===== src/rtl/e203_nice_csr_resp_pkg.sv =====
// Shared CSR map, bit positions and job FSM encoding for the NICE CSR responder.
// The optional cycle counter is controlled by E203_NICE_CSR_CYCCNT_EN in the top.
package e203_nice_csr_resp_pkg;

    localparam logic [3:0] OFF_CTRL   = 4'd0;
    localparam logic [3:0] OFF_STATUS = 4'd1;
    localparam logic [3:0] OFF_ARG0   = 4'd2;
    localparam logic [3:0] OFF_ARG1   = 4'd3;
    localparam logic [3:0] OFF_RESULT = 4'd4;
    localparam logic [3:0] OFF_CYCCNT = 4'd5;

    localparam int CTRL_EN       = 0;
    localparam int CTRL_START    = 1;
    localparam int CTRL_IE       = 2;
    localparam int CTRL_MODE_LSB = 4;

    localparam int STAT_BUSY = 0;
    localparam int STAT_DONE = 1;
    localparam int STAT_ERR  = 2;
    localparam int STAT_OVR  = 3;

    typedef enum logic [1:0] {
        JOB_IDLE  = 2'd0,
        JOB_ISSUE = 2'd1,
        JOB_WAIT  = 2'd2,
        JOB_CAPT  = 2'd3
    } job_state_e;

    function automatic logic [31:0] pack_ctrl(input logic en, input logic ie, input logic [3:0] mode);
        pack_ctrl = 32'd0;
        pack_ctrl[CTRL_EN]                  = en;
        pack_ctrl[CTRL_IE]                  = ie;
        pack_ctrl[CTRL_MODE_LSB +: 4]       = mode;
    endfunction

endpackage


===== src/rtl/e203_nice_csr_job_fsm.sv =====
// Job sequencer: launches one accelerator job from a snapshot of mode/args,
// waits for its result and holds the captured result for the CSR bank.
import e203_nice_csr_resp_pkg::*;

module e203_nice_csr_job_fsm (
    input  logic        clk,
    input  logic        rst,
    input  logic        start_i,
    input  logic [3:0]  mode_i,
    input  logic [31:0] arg0_i,
    input  logic [31:0] arg1_i,
    input  logic        job_ready_i,
    input  logic        rsp_valid_i,
    input  logic        rsp_err_i,
    input  logic [31:0] rsp_result_i,
    output logic        job_valid_o,
    output logic [3:0]  job_mode_o,
    output logic [31:0] job_arg0_o,
    output logic [31:0] job_arg1_o,
    output job_state_e  state_o,
    output logic [31:0] capt_result_o,
    output logic        capt_err_o
);

    job_state_e  state_q, state_d;
    logic [3:0]  mode_q;
    logic [31:0] arg0_q, arg1_q;
    logic [31:0] result_q;
    logic        err_q;

    always_comb begin
        state_d     = state_q;
        job_valid_o = 1'b0;
        case (state_q)
            JOB_IDLE:  if (start_i) state_d = JOB_ISSUE;
            JOB_ISSUE: begin
                job_valid_o = 1'b1;
                if (job_ready_i) state_d = JOB_WAIT;
            end
            JOB_WAIT:  if (rsp_valid_i) state_d = JOB_CAPT;
            JOB_CAPT:  state_d = JOB_IDLE;
            default:   state_d = JOB_IDLE;
        endcase
    end

    always_ff @(posedge clk or posedge rst) begin
        if (rst) begin
            state_q  <= JOB_IDLE;
            mode_q   <= 4'd0;
            arg0_q   <= 32'd0;
            arg1_q   <= 32'd0;
            result_q <= 32'd0;
            err_q    <= 1'b0;
        end else begin
            state_q <= state_d;
            // Snapshot only at launch so later CSR writes cannot disturb a job in flight.
            if (state_q == JOB_IDLE && start_i) begin
                mode_q <= mode_i;
                arg0_q <= arg0_i;
                arg1_q <= arg1_i;
            end
            if (state_q == JOB_WAIT && rsp_valid_i) begin
                result_q <= rsp_result_i;
                err_q    <= rsp_err_i;
            end
        end
    end

    assign job_mode_o    = mode_q;
    assign job_arg0_o    = arg0_q;
    assign job_arg1_o    = arg1_q;
    assign state_o       = state_q;
    assign capt_result_o = result_q;
    assign capt_err_o    = err_q;

endmodule


===== src/rtl/e203_nice_csr_resp.sv =====
// NICE CSR responder: CSR decode, register bank and read mux for one accelerator job.
// Define E203_NICE_CSR_CYCCNT_EN to add the busy-cycle counter at offset 5.
import e203_nice_csr_resp_pkg::*;

module e203_nice_csr_resp #(
    parameter logic [7:0] BASE_HI = 8'hE0
) (
    input  logic        clk,
    input  logic        rst,
    input  logic        nice_csr_valid,
    output logic        nice_csr_ready,
    input  logic [31:0] nice_csr_addr,
    input  logic        nice_csr_wr,
    input  logic [31:0] nice_csr_wdata,
    output logic [31:0] nice_csr_rdata,
    output logic        job_valid,
    input  logic        job_ready,
    output logic [3:0]  job_mode,
    output logic [31:0] job_arg0,
    output logic [31:0] job_arg1,
    input  logic        rsp_valid,
    input  logic        rsp_err,
    input  logic [31:0] rsp_result,
    output logic        nice_busy,
    output logic        nice_irq
);

    job_state_e  state;
    logic [31:0] capt_result;
    logic        capt_err;

    logic        ctrl_en_q, ctrl_ie_q;
    logic [3:0]  ctrl_mode_q;
    logic        done_q, err_q, ovr_q;
    logic [31:0] arg0_q, arg1_q, result_q;

    logic        hit, wr_fire, wr_ctrl, wr_status, start_req, start_fire, idle;
    logic [3:0]  off;
    logic        unused_addr;

    assign unused_addr = ^nice_csr_addr[31:12];
    assign off         = nice_csr_addr[3:0];
    assign hit         = (nice_csr_addr[11:4] == BASE_HI);
    assign idle        = (state == JOB_IDLE);

    assign nice_csr_ready = (state != JOB_CAPT);
    assign wr_fire        = nice_csr_valid & nice_csr_ready & nice_csr_wr & hit;
    assign wr_ctrl        = wr_fire & (off == OFF_CTRL);
    assign wr_status      = wr_fire & (off == OFF_STATUS);
    assign start_req      = wr_ctrl & nice_csr_wdata[CTRL_START];
    // en is taken from the same write, not from the stored CTRL.en.
    assign start_fire     = start_req & nice_csr_wdata[CTRL_EN];

    e203_nice_csr_job_fsm u_job_fsm (
        .clk           (clk),
        .rst           (rst),
        .start_i       (start_fire),
        .mode_i        (nice_csr_wdata[CTRL_MODE_LSB +: 4]),
        .arg0_i        (arg0_q),
        .arg1_i        (arg1_q),
        .job_ready_i   (job_ready),
        .rsp_valid_i   (rsp_valid),
        .rsp_err_i     (rsp_err),
        .rsp_result_i  (rsp_result),
        .job_valid_o   (job_valid),
        .job_mode_o    (job_mode),
        .job_arg0_o    (job_arg0),
        .job_arg1_o    (job_arg1),
        .state_o       (state),
        .capt_result_o (capt_result),
        .capt_err_o    (capt_err)
    );

    always_ff @(posedge clk or posedge rst) begin
        if (rst) begin
            ctrl_en_q   <= 1'b0;
            ctrl_ie_q   <= 1'b0;
            ctrl_mode_q <= 4'd0;
            done_q      <= 1'b0;
            err_q       <= 1'b0;
            ovr_q       <= 1'b0;
            arg0_q      <= 32'd0;
            arg1_q      <= 32'd0;
            result_q    <= 32'd0;
        end else begin
            if (wr_ctrl) begin
                ctrl_en_q   <= nice_csr_wdata[CTRL_EN];
                ctrl_ie_q   <= nice_csr_wdata[CTRL_IE];
                ctrl_mode_q <= nice_csr_wdata[CTRL_MODE_LSB +: 4];
            end
            if (wr_fire && off == OFF_ARG0) arg0_q <= nice_csr_wdata;
            if (wr_fire && off == OFF_ARG1) arg1_q <= nice_csr_wdata;
            if (wr_status) begin
                if (nice_csr_wdata[STAT_DONE]) done_q <= 1'b0;
                if (nice_csr_wdata[STAT_ERR])  err_q  <= 1'b0;
                if (nice_csr_wdata[STAT_OVR])  ovr_q  <= 1'b0;
            end
            if (start_fire && idle) begin
                done_q <= 1'b0;
                err_q  <= 1'b0;
            end
            if (start_req && !idle) ovr_q <= 1'b1;
            // CSR writes cannot fire during CAPT (ready=0), so capture never collides with them.
            if (state == JOB_CAPT) begin
                result_q <= capt_result;
                done_q   <= 1'b1;
                err_q    <= capt_err;
            end
        end
    end

`ifdef E203_NICE_CSR_CYCCNT_EN
    logic [31:0] cyccnt_q, cyccnt_d;

    always_comb begin
        cyccnt_d = cyccnt_q;
        if (wr_fire && off == OFF_CYCCNT) cyccnt_d = nice_csr_wdata;
        else if (!idle)                   cyccnt_d = cyccnt_q + 32'd1;
    end

    always_ff @(posedge clk or posedge rst) begin
        if (rst) cyccnt_q <= 32'd0;
        else     cyccnt_q <= cyccnt_d;
    end
`endif

    always_comb begin
        nice_csr_rdata = 32'd0;
        if (hit) begin
            case (off)
                OFF_CTRL:   nice_csr_rdata = pack_ctrl(ctrl_en_q, ctrl_ie_q, ctrl_mode_q);
                OFF_STATUS: nice_csr_rdata = {28'd0, ovr_q, err_q, done_q, !idle};
                OFF_ARG0:   nice_csr_rdata = arg0_q;
                OFF_ARG1:   nice_csr_rdata = arg1_q;
                OFF_RESULT: nice_csr_rdata = result_q;
`ifdef E203_NICE_CSR_CYCCNT_EN
                OFF_CYCCNT: nice_csr_rdata = cyccnt_q;
`endif
                default:    nice_csr_rdata = 32'd0;
            endcase
        end
    end

    assign nice_busy = !idle;
    assign nice_irq  = done_q & ctrl_ie_q;

endmodule


===== config.mk =====
export PLATFORM = sky130hd
export DESIGN_NAME = e203_nice_csr_resp
export DESIGN_NICKNAME = d
export VERILOG_FILES = /design/src/rtl/e203_nice_csr_resp_pkg.sv /design/src/rtl/e203_nice_csr_job_fsm.sv /design/src/rtl/e203_nice_csr_resp.sv
export SDC_FILE = /design/constraint.sdc
export NUM_CORES = 1
export LEC_CHECK = 0
export ABC_AREA = 0
export BUFFER_PORTS_ARGS = -buffer_cell sky130_fd_sc_hd__buf_4
export CAP_MARGIN = 20
export CELL_PAD_IN_SITES_DETAIL_PLACEMENT = 1
export CELL_PAD_IN_SITES_GLOBAL_PLACEMENT = 1
export CORE_MARGIN = 2
export CORE_UTILIZATION = 45
export CTS_BUF_LIST = sky130_fd_sc_hd__clkbuf_8
export CTS_CLUSTER_SIZE = 40
export DETAILED_ROUTE_END_ITERATION = 12
export GPL_TIMING_DRIVEN = 0
export PLACE_DENSITY = 0.85
export SYNTH_ARGS = -nofsm -noshare
export SYNTH_HDL_FRONTEND = slang
export SYNTH_SLANG_ARGS = --single-unit

===== constraint.sdc =====
create_clock -name clk -period 7.9 [get_ports clk]
set_clock_uncertainty 0.05 [all_clocks]
set_input_delay 0.79 -clock clk [delete_from_list [all_inputs] [get_ports clk]]
set_output_delay 0.79 -clock clk [all_outputs]
set_load 0.005 [all_outputs]

==> results.yml <==
clock_network:
  clk_pin_slew_ns: 0.06
  root_buffer: "clkbuf_8"
  h-tree-depth: 2
  insertion_delay_ns: 0.52
  cts.repair.resized: 0
  postCtsHoldBufs: 0
  cts.path.max_buffers: 3
  post_cts_buffers: 0
  cts_tree: "built"
  cts_inserted_buffers: 37
  clkSinkCount: 208
global_route:
  grt_pass1_vias: 6823
  grt_pass1_wl_microns: 39120
  gr-usage-all-layers_pct: 25.39
  antenna_found_initial: 0
  gr-total-overflow: 0
  grt_max_degree: 129
finish:
  syn_to_final_growth_pct: 28.63
  final_cell_mix: "208 x dfrtp_1, 201 x mux2_2, 190 x buf_4, 46 x clkbuf_8, 32 x a222oi_1"
  nets: 914
  final_util_pct: 59.02
  fillers: 1828
  layout_commonest_cell: "dfrtp_1"
  diodes: 0
  drive_gt1_share_pct: 55.66
worst_setup_path:
  critical_path_required_ns: 7.06
  crit_type: "input pin to output port"
  arrival_ns: 2.84
  crit_fanout: 10
  start_kind: "input pin"
  reg2reg_depth: 8
  worstSetupEndpointType: "output port"
place:
  dp_hpwl_microns: 17700
  routabilityCongestion: 0.8028
  io_buffers: 186
floorplanning:
  coreArea_sq_um: 18710
  dieArea_sq_um: 20190
  rows: 50
  die_w_microns: 142.1
  start_util_pct: 45.88
  die_y_microns: 142.1
  ios: 207
sta:
  slew_headroom_pct: 40.31
  min_period_over_period_pct: 46.58
  worst_pin_slew_ns: 0.8953
  finalHoldViolations: 0
  setup_viol: 0
  grt_setup_unrepaired: "no"
  max_freq_mhz: 271.7
  min_period_ns: 3.680
  drv_slew: 0
logic_synthesis:
  yosysSeqAreaShare_pct: 60.65
  yosysUniqueCellTypes: 38
  netlist_area_sq_um: 8582
  synth-edff-count: 0
  syn_inst: 580
  syn_nets: 688
  ys.flop_type: "dfrtp_1"
  ys_ff_latch: 208
  avgSynthCellArea_sq_um: 14.80
  yosys_warnings: 0
  synthArstFlopShare_pct: 100.0
drt:
  drc: 0
  drt_wl_total_microns: 25150
  drtIter0Drc: 337
  dr.pass1.iters: 6
  drt-wirelength-per-cell_microns: 23.64
  antenna_left: 0
  vias: 6056
  routed_via_density: 5.692
worst_hold_path:
  hold_class: "input pin to async pin"
run:
  timing.max_cap.violations: 0
pwr:
  ir_worst_vdd_uv: 183.7
  total_power_w: 0.002863
  p_leak_nw: 5.496
  powerDensity_nw_per_um2: 259.3
run_status:
  status: "complete, no violations"
[worst max-delay path, stage by stage]
cell and delay [ns]:
buf_4 0.14, nor4b_2 0.70, o21ai_1 0.37, clkbuf_1 0.40, a21oi_1 0.29, buf_4 0.15
[logic make-up (layout without fill, tap and decap cells)]
group / count (synthesis) / count (layout) / share of synthesized area (%)
and+or+nand+nor: 70 / 70 / 4.520
muxes: 204 / 204 / 26.75
buffers and inverters: 41 / 291 / 2.143
adders and majority gates: 5 / 5 / 0.7290
DFF: 208 / 208 / 60.65
AOI/OAI and AO/OA: 52 / 52 / 5.205
[final cells by class]
type,count,area [sq um],share of cell area (%)
Buffer,36,165.2,1.496
Clock buffer,46,633.1,5.735
Clock inverter,17,100.1,0.9067
Inverter,5,26.28,0.2380
Multi-Input combinational cell,331,3193,28.92
Sequential cell,208,5205,47.15
Tap cell,234,292.8,2.652
Timing Repair Buffer,187,1424,12.90
[stage by stage]
step | hold slack (ns) | cell area (sq um) | setup slack [ns] | setup TNS (ns) | instances
finish | 0.4183 | 11040 | 4.220 | 0 | 1064
global route | 0.4328 | 11040 | 4.079 | 0 | 1064
CTS | 0.4161 | 11040 | 4.204 | 0 | 1064
detailed placement | 0.4370 | 10310 | 4.203 | 0 | 1001
global placement | 0.4305 | 10270 | -0.4542 | -90.72 | 1000
floorplan | 0.4070 | 8582 | 1.379 | 0 | 580
[final timing paths]
path | from | to | slack (ns)
min in group clk | rsp_result[23] | u_job_fsm.capt_result_o[23] | 0.45
hold reg to reg | u_job_fsm.capt_result_o[7] | result_q[7] | 0.45
hold / removal | rst | result_q[25] | 0.42
setup reg to reg | u_job_fsm.state_o[0] | arg1_q[22] | 5.28
max in group asynchronous | rst | arg0_q[12] | 6.48
setup / recovery | nice_csr_addr[1] | nice_csr_rdata[2] | 4.22
[flip-flops by register name, summed over array words and instances, names as in the netlist, 2 cells and up]
name / flops
arg1_q: 32
u_job_fsm.job_mode_o: 4
u_job_fsm.capt_result_o: 32
arg0_q: 32
u_job_fsm.job_arg0_o: 32
ctrl_mode_q: 4
result_q: 32
u_job_fsm.state_o: 2
u_job_fsm.job_arg1_o: 32
[cells in the mapped netlist (all sizes together), types with 2 or more instances]
cell | n | area share [%]
a22oi | 2 | 0.17
dfrtp | 208 | 61
a21oi | 11 | 0.64
a222oi | 32 | 3.7
nor4b | 4 | 0.63
nand4 | 3 | 0.22
a31o | 2 | 0.20
inv | 5 | 0.22
clkbuf | 15 | 0.67
and3 | 3 | 0.22
nand2 | 12 | 0.52
and2 | 4 | 0.29
nand2b | 2 | 0.15
mux2 | 203 | 27
and4 | 2 | 0.20
nor2 | 30 | 1.3
nor4 | 2 | 0.32
ha | 5 | 0.73
buf | 21 | 1.3
nand3 | 2 | 0.12
[metal layers]
| layer | global-route usage, % | routed length [microns] |
|---|---|---|
| met1 | 30.75 | 9976 |
| met2 | 44.52 | 12980 |
| met3 | 6.999 | 1896 |
| met4 | 7.316 | 301 |
| met5 | 0 | 0 |
[report_power, final]
group / leakage (nW) / switching (W) / internal (W) / total, W
Combinational: 2.32 / 0.000236 / 0.000283 / 0.000519
Sequential: 2.76 / 0.000109 / 0.00125 / 0.00136
Clock: 0.417 / 0.000428 / 0.000555 / 0.000983
Total: 5.50 / 0.000774 / 0.00209 / 0.00286
(Power assumes the default switching activity.)
